## src/rtl/debug_frame_rx_pkg.sv

```systemverilog
// debug_frame_rx_pkg
//   Shared constants for the debug frame receiver: default sync word, frame
//   body length, CRC-16/CCITT-FALSE polynomial and seed, byte positions inside
//   the frame body, FSM state encodings, and the one-byte CRC update function.
//   Build option: DEBUG_FRAME_RX_CRC_EN adds the two trailing CRC bytes to the
//   frame body.
package debug_frame_rx_pkg;

  localparam logic [15:0] SYNC_WORD_DEFAULT = 16'h5AA5;

`ifdef DEBUG_FRAME_RX_CRC_EN
  localparam int BODY_LEN = 9;
`else
  localparam int BODY_LEN = 7;
`endif
  localparam int IDX_W = $clog2(BODY_LEN);

  localparam logic [15:0] CRC_POLY = 16'h1021;
  localparam logic [15:0] CRC_INIT = 16'hFFFF;

  localparam int IDX_CMD     = 0;
  localparam int IDX_ADDR_HI = 1;
  localparam int IDX_ADDR_LO = 2;
  localparam int IDX_DATA_3  = 3;
  localparam int IDX_DATA_2  = 4;
  localparam int IDX_DATA_1  = 5;
  localparam int IDX_DATA_0  = 6;
  localparam int IDX_CRC_HI  = 7;
  localparam int IDX_CRC_LO  = 8;

  localparam logic [1:0] ST_HUNT0 = 2'd0;
  localparam logic [1:0] ST_HUNT1 = 2'd1;
  localparam logic [1:0] ST_BODY  = 2'd2;
  localparam logic [1:0] ST_CHECK = 2'd3;

  // One byte of CRC-16/CCITT-FALSE, MSB first, no reflection.
  function automatic logic [15:0] crc16_next(input logic [15:0] crc_in,
                                             input logic [7:0]  byte_in);
    logic [15:0] c;
    c = crc_in ^ {byte_in, 8'h00};
    for (int i = 0; i < 8; i++) begin
      c = c[15] ? ((c << 1) ^ CRC_POLY) : (c << 1);
    end
    return c;
  endfunction

endpackage

```

## src/rtl/debug_crc16_ccitt.sv

```systemverilog
// debug_crc16_ccitt
//   Combinational next-CRC for CRC-16/CCITT-FALSE, one byte per evaluation.
//   Ports:
//     crc_in  [15:0]  running CRC before this byte
//     byte_in [7:0]   byte to fold in
//     crc_out [15:0]  running CRC after this byte
module debug_crc16_ccitt
  import debug_frame_rx_pkg::*;
(
  input  logic [15:0] crc_in,
  input  logic [7:0]  byte_in,
  output logic [15:0] crc_out
);

  assign crc_out = crc16_next(crc_in, byte_in);

endmodule

```

## src/rtl/debug_frame_rx.sv

```systemverilog
// debug_frame_rx
//   Byte-stream frame receiver between the debug UART and the debug
//   coprocessor command decoder. Hunts for the 2-byte sync word, collects
//   CMD, ADDR[15:0], DATA[31:0] (optionally a CRC16), and presents the frame
//   on a valid/ready handshake.
//   Build option: DEBUG_FRAME_RX_CRC_EN enables the trailing CRC16 and the
//   crc_error pulse; without it every complete frame is accepted and
//   crc_error is held at 0.
//   Ports:
//     clk, reset_n          clock, synchronous active-low reset
//     rx_valid, rx_data     one-cycle strobe with the received byte
//     frame_valid/ready     output handshake for frame_cmd/addr/data
//     crc_error             pulse: frame dropped on CRC mismatch
//     timeout_error         pulse: partial frame abandoned (inter-byte gap)
//     overrun_error         pulse: new frame dropped, previous still held
//
//   state    | meaning
//   ---------+-----------------------------------------------------------
//   HUNT0    | waiting for the sync high byte
//   HUNT1    | sync high seen, waiting for the sync low byte
//   BODY     | collecting body bytes by index
//   CHECK    | one cycle: verify CRC, load outputs or flag an error
module debug_frame_rx
  import debug_frame_rx_pkg::*;
#(
  parameter logic [15:0] SYNC_WORD      = SYNC_WORD_DEFAULT,
  parameter int          TIMEOUT_CYCLES = 200000,
  parameter int          TIMEOUT_WIDTH  = 18
) (
  input  logic        clk,
  input  logic        reset_n,
  input  logic        rx_valid,
  input  logic [7:0]  rx_data,
  output logic        frame_valid,
  input  logic        frame_ready,
  output logic [7:0]  frame_cmd,
  output logic [15:0] frame_addr,
  output logic [31:0] frame_data,
  output logic        crc_error,
  output logic        timeout_error,
  output logic        overrun_error
);

  localparam logic [7:0] SYNC_HI = SYNC_WORD[15:8];
  localparam logic [7:0] SYNC_LO = SYNC_WORD[7:0];

  logic [1:0]               state_q, state_d;
  logic [IDX_W-1:0]         idx_q, idx_d;
  logic [7:0]               body_q [BODY_LEN];
  logic [7:0]               body_d [BODY_LEN];
  logic [TIMEOUT_WIDTH-1:0] cnt_q, cnt_d;
  logic                     frame_valid_q, frame_valid_d;
  logic [7:0]               cmd_q, cmd_d;
  logic [15:0]              addr_q, addr_d;
  logic [31:0]              data_q, data_d;
  logic                     to_err_q, to_err_d;
  logic                     ovr_err_q, ovr_err_d;
  logic                     counting;
  logic                     crc_ok;

`ifdef DEBUG_FRAME_RX_CRC_EN
  logic [15:0] crc_q, crc_d, crc_next;
  logic        crc_err_q, crc_err_d;

  debug_crc16_ccitt u_crc (
    .crc_in  (crc_q),
    .byte_in (rx_data),
    .crc_out (crc_next)
  );

  // CRC bytes are excluded from the running CRC, so crc_q is the final value.
  assign crc_ok    = (crc_q == {body_q[IDX_CRC_HI], body_q[IDX_CRC_LO]});
  assign crc_error = crc_err_q;
`else
  assign crc_ok    = 1'b1;
  assign crc_error = 1'b0;
`endif

  assign counting = (state_q == ST_HUNT1) || (state_q == ST_BODY);

  always_comb begin
    state_d       = state_q;
    idx_d         = idx_q;
    body_d        = body_q;
    cnt_d         = '0;
    frame_valid_d = frame_valid_q;
    cmd_d         = cmd_q;
    addr_d        = addr_q;
    data_d        = data_q;
    to_err_d      = 1'b0;
    ovr_err_d     = 1'b0;
`ifdef DEBUG_FRAME_RX_CRC_EN
    crc_d         = crc_q;
    crc_err_d     = 1'b0;
`endif

    if (frame_valid_q && frame_ready) frame_valid_d = 1'b0;

    // A byte in the expiry cycle wins: the case below handles it instead.
    if (counting && !rx_valid) begin
      if (cnt_q == TIMEOUT_WIDTH'(TIMEOUT_CYCLES - 1)) begin
        to_err_d = 1'b1;
        state_d  = ST_HUNT0;
      end else begin
        cnt_d = cnt_q + 1'b1;
      end
    end

    case (state_q)
      ST_HUNT0: begin
        if (rx_valid && (rx_data == SYNC_HI)) state_d = ST_HUNT1;
      end
      ST_HUNT1: begin
        if (rx_valid) begin
          if (rx_data == SYNC_LO) begin
            state_d = ST_BODY;
            idx_d   = '0;
`ifdef DEBUG_FRAME_RX_CRC_EN
            crc_d   = CRC_INIT;
`endif
          end else if (rx_data != SYNC_HI) begin
            state_d = ST_HUNT0;
          end
        end
      end
      ST_BODY: begin
        if (rx_valid) begin
          body_d[idx_q] = rx_data;
`ifdef DEBUG_FRAME_RX_CRC_EN
          if (idx_q < IDX_W'(IDX_CRC_HI)) crc_d = crc_next;
`endif
          if (idx_q == IDX_W'(BODY_LEN - 1)) state_d = ST_CHECK;
          else                               idx_d   = idx_q + 1'b1;
        end
      end
      default: begin
        if (!crc_ok) begin
`ifdef DEBUG_FRAME_RX_CRC_EN
          crc_err_d = 1'b1;
`endif
        end else if (frame_valid_q) begin
          ovr_err_d = 1'b1;
        end else begin
          frame_valid_d = 1'b1;
          cmd_d  = body_q[IDX_CMD];
          addr_d = {body_q[IDX_ADDR_HI], body_q[IDX_ADDR_LO]};
          data_d = {body_q[IDX_DATA_3], body_q[IDX_DATA_2],
                    body_q[IDX_DATA_1], body_q[IDX_DATA_0]};
        end
        // CHECK doubles as HUNT0 for a byte arriving right behind the frame.
        state_d = (rx_valid && (rx_data == SYNC_HI)) ? ST_HUNT1 : ST_HUNT0;
      end
    endcase
  end

  always_ff @(posedge clk) begin
    if (!reset_n) begin
      state_q       <= ST_HUNT0;
      idx_q         <= '0;
      for (int i = 0; i < BODY_LEN; i++) body_q[i] <= '0;
      cnt_q         <= '0;
      frame_valid_q <= 1'b0;
      cmd_q         <= '0;
      addr_q        <= '0;
      data_q        <= '0;
      to_err_q      <= 1'b0;
      ovr_err_q     <= 1'b0;
`ifdef DEBUG_FRAME_RX_CRC_EN
      crc_q         <= CRC_INIT;
      crc_err_q     <= 1'b0;
`endif
    end else begin
      state_q       <= state_d;
      idx_q         <= idx_d;
      body_q        <= body_d;
      cnt_q         <= cnt_d;
      frame_valid_q <= frame_valid_d;
      cmd_q         <= cmd_d;
      addr_q        <= addr_d;
      data_q        <= data_d;
      to_err_q      <= to_err_d;
      ovr_err_q     <= ovr_err_d;
`ifdef DEBUG_FRAME_RX_CRC_EN
      crc_q         <= crc_d;
      crc_err_q     <= crc_err_d;
`endif
    end
  end

  assign frame_valid   = frame_valid_q;
  assign frame_cmd     = cmd_q;
  assign frame_addr    = addr_q;
  assign frame_data    = data_q;
  assign timeout_error = to_err_q;
  assign overrun_error = ovr_err_q;

endmodule
```

## config.mk

```make
export PLATFORM = sky130hd
export DESIGN_NAME = debug_frame_rx
export DESIGN_NICKNAME = d
export VERILOG_FILES = /design/src/rtl/debug_frame_rx_pkg.sv /design/src/rtl/debug_crc16_ccitt.sv /design/src/rtl/debug_frame_rx.sv
export SDC_FILE = /design/constraint.sdc
export NUM_CORES = 1
export LEC_CHECK = 0
export ABC_AREA = 1
export BUFFER_PORTS_ARGS = -buffer_cell sky130_fd_sc_hd__clkbuf_2
export CELL_PAD_IN_SITES_DETAIL_PLACEMENT = 0
export CELL_PAD_IN_SITES_GLOBAL_PLACEMENT = 1
export CORE_ASPECT_RATIO = 0.9
export CORE_MARGIN = 5
export CORE_UTILIZATION = 39
export CTS_BUF_LIST = sky130_fd_sc_hd__clkbuf_8
export CTS_CLUSTER_DIAMETER = 80
export DETAILED_ROUTE_END_ITERATION = 6
export PLACE_DENSITY_LB_ADDON = 0.2
export SYNTH_ARGS = -nofsm -noshare
export SYNTH_HDL_FRONTEND = slang
export SYNTH_HIERARCHICAL = 1
export SYNTH_SLANG_ARGS = --single-unit
```

## constraint.sdc

```tcl
create_clock -name clk -period 1.5 [get_ports clk]
set_clock_uncertainty 0.1 [all_clocks]
set_input_delay 0.3 -clock clk [delete_from_list [all_inputs] [get_ports clk]]
set_output_delay 0.3 -clock clk [all_outputs]
set_load 0.02 [all_outputs]
```

Yosys cells after proc, flatten, opt, wreduce, memory -nomap -nowiden
Index checks and enable logic that the tools add are counted.
{ "totals": {"reg_bits": 138, "wordCells": 74, "input_bits": 12, "out_inout_bits": 60} }
{ "classes": {"order_cmp": 2, "n_bitwise": 5, "mux": 23, "n_eq_ne": 11, "addsub": 2, "n_reduce_logical": 15} }
{ "ops": {"columns": ["op", "n"], "rows": [
  ["bitwise mux 56 bit", 1],
  ["demux 8 bit (select 3 bit)", 1],
  ["adder 18 x 1 -> 18 bit (second input constant)", 1],
  ["equality test 18 bit (second input constant)", 1],
  ["2-to-1 mux 2 bit", 8],
  ["2-to-1 mux 3 bit", 4],
  ["equality test 8 x 7 -> 1 bit (second input constant)", 1],
  ["equality test 8 bit (second input constant)", 1],
  ["2-to-1 mux 8 bit", 1],
  ["!= test 8 x 7 -> 1 bit (second input constant)", 1],
  ["2-to-1 mux 1 bit", 6],
  ["!= test 2 bit (second input constant)", 3],
  ["case mux 2 bit (3 select lines)", 1],
  ["case mux 3 bit (2 select lines)", 1],
  ["AND reduction 2 bit", 3],
  ["OR reduction 3 bit", 2],
  ["AND reduction 5 bit", 1],
  [">= comparator 4 bit (second input constant)", 1],
  ["logical AND 1 bit", 4],
  ["< comparator 4 x 1 -> 1 bit (second input constant)", 1],
  ["NOT 1 bit", 4],
  ["NOT 3 -> 4 bit", 1],
  ["OR reduction 4 bit", 1],
  ["adder 3 x 1 -> 3 bit (second input constant)", 1],
  ["other kinds (8)", 8]
]} }

Longest topological paths before layout
Gate-level depths: netlist of run 1.
{ "depth": {"ltp_word": 8, "ltp_mapped": 9, "mapped_depth_nobuf": 9} }

Worst setup path before layout of run 1
OpenSTA, ideal clock, no wires.
{ "synth_path": {"path_type": "flip-flop to flip-flop", "startpoint": "reg state_q[1]", "endpoint": "reg cnt_q[13]", "path_stages_with_launch": 10, "required_ns": 1.342, "slack_ns": -0.025, "setup_time_ns": 0.058, "arrival_ns": 1.367, "n_path_buf": 0, "synth_period_minus_slack_ns": 1.525, "path_cell_list": "dfxtp_1 inv_1 ha_1 nand2_1 nor2_2 inv_2 a21oi_4 inv_4 a21oi_2 o21a_1"} }
{ "synth_between": {"elab_chain_len": 5} }
{ "synth_rtl": {"columns": ["element", "line_no", "source"], "rows": [
  ["from (decl)", "debug_frame_rx.sv:47", "logic [1:0] state_q, state_d;"],
  ["from (signal assigned)", "debug_frame_rx.sv:173", "state_q <= state_d;"],
  ["equality test 2 x 1 -> 1 bit / equality test 2 bit (equally long branches)", "debug_frame_rx.sv:79", "assign counting = (state_q == ST_HUNT1) || (state_q == ST_BODY);"],
  ["logical OR 1 bit (*)", "debug_frame_rx.sv:79", null],
  ["logical AND 1 bit (*)", "debug_frame_rx.sv:100", "if (counting && !rx_valid) begin"],
  ["NOT 1 bit (no line) (*)", null, null],
  ["OR reduction 3 bit (no line) (*)", null, null],
  ["to (signal assigned)", "debug_frame_rx.sv:176", "cnt_q <= cnt_d;"],
  ["to (decl)", "debug_frame_rx.sv:51", "logic [TIMEOUT_WIDTH-1:0] cnt_q, cnt_d;"]
]} }
Every way passes the cells marked *; elsewhere a longest branch is shown, timed or not.
A chain may end at the register's enable or synchronous reset.

Worst setup path in the final report of run 1
Ends and elaborated chain as after synthesis.

==> results of run 1 <==
[how the worst max path moves through the flow]
stage                from   endpoint  slack (ps)  depth (start not counted)
5_1_grt        state_q[1]  cnt_q[13]        -150                          9
2_1_floorplan  state_q[1]  cnt_q[13]          20                          9
6_report       state_q[1]  cnt_q[13]        -100                          9
3_3_place_gp   state_q[1]  cnt_q[13]        -110                          9
3_5_place_dp   state_q[1]  cnt_q[13]        -140                          9
4_1_cts        state_q[1]  cnt_q[13]        -100                          9
[routing by layer]
metal,share of wire,wire length (um)
met4,0.0079,120
met5,0,0
met2,0.45,6880
met1,0.47,7170
met3,0.064,961
[power by group through the flow]
stage / clock, mW / combinational [mW] / sequential, mW
final: 3.55 / 0.175 / 3.66
after global routing: 3.79 / 0.187 / 3.66
after CTS: 3.62 / 0.160 / 3.66
after detailed placement: 0 / 0.158 / 3.75
after global placement: 0 / 0.156 / 3.75
after floorplan: 0 / 0.0789 / 3.75
[stage by stage]
| step | utilization | power, mW | hold slack [ps] |
|---|---|---|---|
| 2_1_floorplan | - | 3.82 | 314 |
| 3_3_place_gp | 0.456 | 3.90 | 331 |
| 3_5_place_dp | 0.456 | 3.90 | 350 |
| 4_1_cts | 0.503 | 7.44 | 146 |
| 5_1_grt | 0.557 | 7.64 | 174 |
| 6_report | 0.557 | 7.38 | 172 |
[cell type report]
| type | count | area [um2] | area share |
|---|---|---|---|
| clock buffer | 17 | 234 | 0.0315 |
| clock inverter | 15 | 230 | 0.0310 |
| timing repair buffer | 143 | 1130 | 0.152 |
| tap | 168 | 210 | 0.0283 |
| sequential | 138 | 2780 | 0.374 |
| inverter | 40 | 178 | 0.0239 |
| multi-input combinational | 482 | 2680 | 0.360 |
[flip-flops by register name (all words and copies together), names as in the netlist]
signal         count
idx_q              3
body_q            56
frame_addr        16
timeout_error      1
state_q            2
overrun_error      1
cnt_q             18
frame_valid        1
frame_cmd          8
frame_data        32
[worst reg2reg max path: stages, from the launching register on]
cell and delay, ps:
sky130_fd_sc_hd__dfxtp_4 380, sky130_fd_sc_hd__inv_4 40, sky130_fd_sc_hd__ha_4 260, sky130_fd_sc_hd__nand2_4 60
sky130_fd_sc_hd__nor2_4 110, sky130_fd_sc_hd__inv_4 60, sky130_fd_sc_hd__a21oi_4 220, sky130_fd_sc_hd__inv_4 110
sky130_fd_sc_hd__a21oi_2 110, sky130_fd_sc_hd__o21a_1 120
[cells in the final DEF, fill, tap and decap left out, types with 8 or more instances in the layout]
cell,synthesis,routed
sky130_fd_sc_hd__nor2_1,231,167
sky130_fd_sc_hd__dfxtp_1,138,126
sky130_fd_sc_hd__o21ai_0,115,72
sky130_fd_sc_hd__clkbuf_2,0,70
sky130_fd_sc_hd__nor2_2,5,53
sky130_fd_sc_hd__buf_4,1,43
sky130_fd_sc_hd__nand2_1,42,35
sky130_fd_sc_hd__o21ai_1,8,35
sky130_fd_sc_hd__a21oi_1,28,24
sky130_fd_sc_hd__inv_1,34,23
sky130_fd_sc_hd__nor2_4,1,17
sky130_fd_sc_hd__clkbuf_8,0,17
sky130_fd_sc_hd__buf_6,1,17
sky130_fd_sc_hd__o21ai_2,0,15
sky130_fd_sc_hd__dfxtp_2,0,11
sky130_fd_sc_hd__nand3_1,16,10
sky130_fd_sc_hd__inv_2,4,9
sky130_fd_sc_hd__inv_4,1,8
[kinds of logic after synthesis]
family,count (synthesis)
AND/OR/NAND/NOR,311
AO/OA/AOI/OAI,157
flip-flops,138
buffers and inverters,79
adder cells (fa/ha/maj),7
XOR/XNOR,5
other,1
[what timing repair did]
item,4_1_cts,5_1_grt
cloned,5,11
hold buffers,1,0
gates resized for setup,41,188
pin swaps,8,31
buffers inserted,1,11
endpoints found under the hold margin,1,0
setup endpoints to repair,111,137
==> flow_summary_export.csv, run 1 <==
group,metric,value,unit
outcome,run_status,"complete, but fails checks",
outcome,violations,"setup timing",
placed_design,cell_count_after_placement,943,
setup_path,slowest_stage,"sky130_fd_sc_hd__dfxtp_4",
floorplan,rows,40,
layout,fill_cells,1252,
synthesis,synth_compound_gate_area_share,0.152,
setup_path,worstSetupStartpointType,"flip-flop",
placed_design,post-dp-hpwl,8.73,mm
clock_tree,cts_made_buffers,17,
synthesis,synth_top_family_by_area,"simple AND/OR/NAND/NOR gates",
layout,final_nets,841,
floorplan,fp.coreArea,13400,um2
route,ant_nets,0,
floorplan,initial_core_util,0.397,
hold_path,min_delay_worst_endpoint,"idx_q[1]",
sta,final_sum_of_negative_setup_slack,-1850,ps
placed_design,gpl_congestion,0.775,
layout,antennaDiodeCount,0,
synthesis,cell_taking_the_most_area_after_synthesis,"sky130_fd_sc_hd__dfxtp_1",
route,drt_iter0_drc,338,
synthesis,syn_avg_cell_area,7.60,um2
hold_path,worstHoldPathCells,4,
clock_tree,clockBufferDepth,2,
global_routing,grt_pass1_vias,4571,
setup_path,endpoint_kind,"flip-flop",
setup_path,timing.critical_path.required,1790,ps
synthesis,synth_seq_area_share,0.521,
synthesis,area_of_the_mapped_netlist,5300,um2
setup_path,reg2reg_slack,-100,ps
clock_tree,clk_pin_slew_worst_paths,70,ps
global_routing,grt.met2_usage,0.263,
placed_design,placement.cell_area,6090,um2
global_routing,globalRouteOverflowTotal,0,
synthesis,yosysUniqueCellTypes,37,
synthesis,synth_flop_cell,"sky130_fd_sc_hd__dfxtp_1",
floorplan,number_of_ports_placed_on_the_die_boundary,72,
setup_path,critical_path.n_buffers_inverters,3,
pwr,p_leak,3.31,nW
synthesis,synth.mux.area_fraction,0,
synthesis,synthCells,698,
clock_tree,clock_net_sink_count,138,
floorplan,dieWidth,133,um
placed_design,dpl_worst_slack,-144,ps
sta,post-route-period-util,1.07,
synthesis,post_synthesis_share_of_cell_area_spent_on_full_adders_half_adders_and_majority_gates,0.0165,
route,drt_wl_total,15.1,mm
pwr,power_density,993,nW/um2
global_routing,use_met3,0.0532,
sta,grt_setup_unrepaired,"yes",
sta,period_needed,1600,ps
route,drt-wirelength-per-cell,15.1,um
layout,area_growth_from_synthesis_to_layout,40.2,%
setup_path,critPathArrivalTime,1890,ps
clock_tree,cts_tree,"built",
layout,fraction_of_layout_cells_with_a_size_suffix_above_1,0.384,
layout,final_area,7440,um2
setup_path,r2r_start,"state_q[1]",
synthesis,synth_most_common_cell,"sky130_fd_sc_hd__nor2_1",
sta,hold_violations,0,
setup_path,cpPeakStageDelay,380,ps
synthesis,post-synth-top-area-fraction,0.521,
setup_path,cp_common_cell,"sky130_fd_sc_hd__inv_4",
floorplan,die_height,121,um
setup_path,critPathMaxFanout,10,
synthesis,netlist_top_cells_count,"sky130_fd_sc_hd__nor2_1 (231), sky130_fd_sc_hd__dfxtp_1 (138), sky130_fd_sc_hd__o21ai_0 (115), sky130_fd_sc_hd__nand2_1 (42), sky130_fd_sc_hd__inv_1 (34)",
sta,finalSetupViolations,65,
synthesis,synth_async_sr_flop_share,0,
global_routing,grt_use_met1,0.241,
setup_path,r2r_end,"cnt_q[13]",
hold_path,min-delay-start,"reset_n",
pwr,netSwitchingFraction,0.209,
sta,layout_setup_ws,-101,ps
route,detailedRoute.firstPassIterationCount,4,
setup_path,timing.setup.critical_path_class,"reg2reg",
synthesis,synth-warning-count,6,
global_routing,global_route_wire_length_before_repair,22.4,mm
pwr,combinationalPowerShare,0.024,
global_routing,grt-busiest-layer,"met2",
synthesis,simple_gate_share_of_the_synthesized_area,0.239,
sta,max_freq,625,MHz
hold_path,kind_of_path_behind_the_tightest_hold_check,"in2reg",
route,detail_route.drc_violations,0,
synthesis,syn-num-nets,717,
clock_tree,ctsRootBufferMaster,"sky130_fd_sc_hd__clkbuf_8",
placed_design,place.port_buffers,70,
pwr,intPower,5.84,mW
clock_tree,cts-htree-levels,4,
synthesis,ys_top_cells_by_area,"sky130_fd_sc_hd__dfxtp_1 (52%), sky130_fd_sc_hd__nor2_1 (16%), sky130_fd_sc_hd__o21ai_0 (11%)",
setup_path,reg2reg_depth,9,
pwr,share_clk_of_total_power,0.481,
global_routing,grt_util_all_layers,0.174,
setup_path,worstPathCellList,"inv_4 -> ha_4 -> nand2_4 -> nor2_4 -> inv_4 -> a21oi_4 -> inv_4 -> a21oi_2 -> o21a_1",
global_routing,grt_start_max_net_pins,116,
sta,final_max_slew_viol_count,0,
route,vias_after_detailed_routing,5014,
clock_tree,clock_latency_on_the_worst_skew_pair,450,ps
global_routing,grt_antenna_before_repair,0,
pwr,power.share.sequential,0.496,
pwr,ir_worst_vdd,0.679,mV
pwr,netSwitchingPower,1.54,mW
synthesis,synth-edff-count,0,
layout,finalNonFillerCells,1003,
floorplan,die_area,16000,um2
route,avgViaCountPerCell,5.00,
job,maxCapViolCount,0,
setup_path,cpLargestDelayFamily,"compound AO/OA/AOI/OAI gates",
synthesis,flops_latches_synth,138,
synthesis,synth_xor_xnor_area_share,0.00826,
No activity file was read; power rests on OpenSTA's default activity.
==> inputs of run 2 (changes only) <==
- SKIP_CTS_REPAIR_TIMING: not set -> 1
==> run 2 against run 1 <==
  * The run still ends with setup timing left
  * Die area unchanged
  * Maximum frequency down 3.6%
  * Via count down 3.1%
  * Worst hold slack worse by 17 ps
  * First-iteration DRC count up 3.3%
  * Total power down 0.29%
  * Critical path type unchanged
  * Highest routed layer unchanged
==> flow_summary_export.csv, run 2 (synthesized netlist as in run 1, its figures left out) <==
group,metric,value,unit
outcome,run_status,"complete, but fails checks",
outcome,violations,"setup timing",
sta,period_needed,1660,ps
layout,largest_register_ffs,56,
setup_path,timing.critical_path.required,1790,ps
placed_design,place.port_buffers,70,
setup_path,worstSetupStartpointType,"flip-flop",
setup_path,endpoint_kind,"flip-flop",
route,detailedRoute.firstPassIterationCount,4,
global_routing,globalRouteOverflowTotal,0,
clock_tree,cts-htree-levels,4,
global_routing,grt_start_max_net_pins,116,
sta,post-route-period-util,1.11,
placed_design,post-dp-hpwl,8.73,mm
sta,hold_violations,0,
floorplan,number_of_ports_placed_on_the_die_boundary,72,
route,drt-wirelength-per-cell,14.7,um
layout,layout_common_cells,"sky130_fd_sc_hd__nor2_1 (200), sky130_fd_sc_hd__dfxtp_1 (133), sky130_fd_sc_hd__clkbuf_2 (70), sky130_fd_sc_hd__o21ai_0 (59), sky130_fd_sc_hd__o21ai_1 (51)",
global_routing,grt_pass1_vias,4454,
clock_tree,cts_made_buffers,17,
setup_path,critPathArrivalTime,1950,ps
floorplan,die_area,16000,um2
setup_path,timing.setup.critical_path_class,"reg2reg",
layout,fin_util,0.544,
clock_tree,cts_tree,"built",
layout,fill_cells,1282,
job,maxCapViolCount,0,
clock_tree,clk_pin_slew_worst_paths,70,ps
floorplan,initial_core_util,0.397,
route,vias_after_detailed_routing,4860,
clock_tree,clockBufferDepth,2,
global_routing,use_met3,0.0532,
sta,grt_setup_unrepaired,"yes",
route,avgViaCountPerCell,4.83,
pwr,p_leak,3.30,nW
floorplan,dieWidth,133,um
global_routing,global_route_wire_length_before_repair,21.7,mm
layout,final_common_cell,"sky130_fd_sc_hd__nor2_1",
global_routing,grt_use_met1,0.234,
sta,final_sum_of_negative_setup_slack,-4160,ps
placed_design,gpl_congestion,0.775,
floorplan,fp.coreArea,13400,um2
layout,final_nets,844,
hold_path,kind_of_path_behind_the_tightest_hold_check,"in2reg",
hold_path,worstHoldPathCells,4,
clock_tree,clock_net_sink_count,138,
clock_tree,ctsRootBufferMaster,"sky130_fd_sc_hd__clkbuf_8",
floorplan,die_height,121,um
global_routing,grt-busiest-layer,"met2",
layout,fraction_of_layout_cells_with_a_size_suffix_above_1,0.323,
layout,largest-register,"body_q",
placed_design,dpl_worst_slack,-144,ps
global_routing,grt_util_all_layers,0.169,
sta,layout_setup_ws,-160,ps
route,drt_iter0_drc,349,
floorplan,rows,40,
setup_path,critPathMaxFanout,10,
pwr,power_density,1010,nW/um2
pwr,ir_worst_vdd,0.680,mV
global_routing,grt_antenna_before_repair,0,
route,drt_wl_total,14.8,mm
layout,antennaDiodeCount,0,
sta,max_freq,602,MHz
layout,area_growth_from_synthesis_to_layout,37.0,%
sta,finalSetupViolations,83,
route,detail_route.drc_violations,0,
clock_tree,clock_latency_on_the_worst_skew_pair,440,ps
sta,final_max_slew_viol_count,0,
global_routing,grt.met2_usage,0.252,
route,ant_nets,0,
setup_path,reg2reg_depth,10,
[run 2: cell types whose count changed in the layout (fill, tap and decap cells not counted), moves of 5 or more]
cell	delta
sky130_fd_sc_hd__inv_4	-7
sky130_fd_sc_hd__dfxtp_2	-7
sky130_fd_sc_hd__dfxtp_1	+7
sky130_fd_sc_hd__nor2_2	-31
sky130_fd_sc_hd__nor2_1	+33
sky130_fd_sc_hd__o21ai_1	+16
sky130_fd_sc_hd__buf_4	+5
sky130_fd_sc_hd__o21ai_0	-13
[run 2: final cells by class]
cell class	count	area, um2	area share
repair buffers	147	1150	0.159
clock inverters	15	230	0.0317
flip-flops and latches	138	2770	0.381
well taps	168	210	0.0289
inverters	40	161	0.0222
multi-input cells	481	2500	0.345
clock buffers	17	234	0.0322
[run 2: routing by layer]
| layer | up-vias | wire (um) |
|---|---|---|
| met5 | - | 0 |
| met4 | 0 | 140 |
| li1 | 2518 | - |
| met1 | 2222 | 7020 |
| met3 | 10 | 1000 |
| met2 | 110 | 6650 |
[run 2: worst max-delay path, cell delays in order, from the launching register on]
cell and delay [ps]:
sky130_fd_sc_hd__dfxtp_4 370, sky130_fd_sc_hd__inv_1 60, sky130_fd_sc_hd__ha_1 280, sky130_fd_sc_hd__nand2_2 60, sky130_fd_sc_hd__nor2_2 100, sky130_fd_sc_hd__inv_2 60
sky130_fd_sc_hd__a21oi_4 170, sky130_fd_sc_hd__buf_12 150, sky130_fd_sc_hd__inv_4 60, sky130_fd_sc_hd__a21oi_2 100, sky130_fd_sc_hd__o21a_1 120
[run 2: final timing paths]
check,startpoint,to,slack [ps]
worst max register to register,state_q[1],cnt_q[13],-160
worst max-delay path,state_q[1],cnt_q[13],-160
worst min register to register,cnt_q[0],cnt_q[0],320
worst min-delay path,reset_n,idx_q[1],150
[run 2: where the power goes]
| part | internal [mW] | switching, mW |
|---|---|---|
| Sequential | 3.66 | 0.000109 |
| Combinational | 0.0535 | 0.118 |
| Clock | 2.13 | 1.40 |
[run 2: through the flow]
step | power (mW) | area [um2] | hold WS, ps | cells
after global placement | 3.90 | 6090 | 331 | 943
after floorplan | 3.82 | 5310 | 314 | 698
final | 7.36 | 7270 | 155 | 1006
after global routing | 7.64 | 7270 | 157 | 1006
after detailed placement | 3.90 | 6090 | 350 | 943
after CTS | 7.44 | 6560 | -61.5 | 975
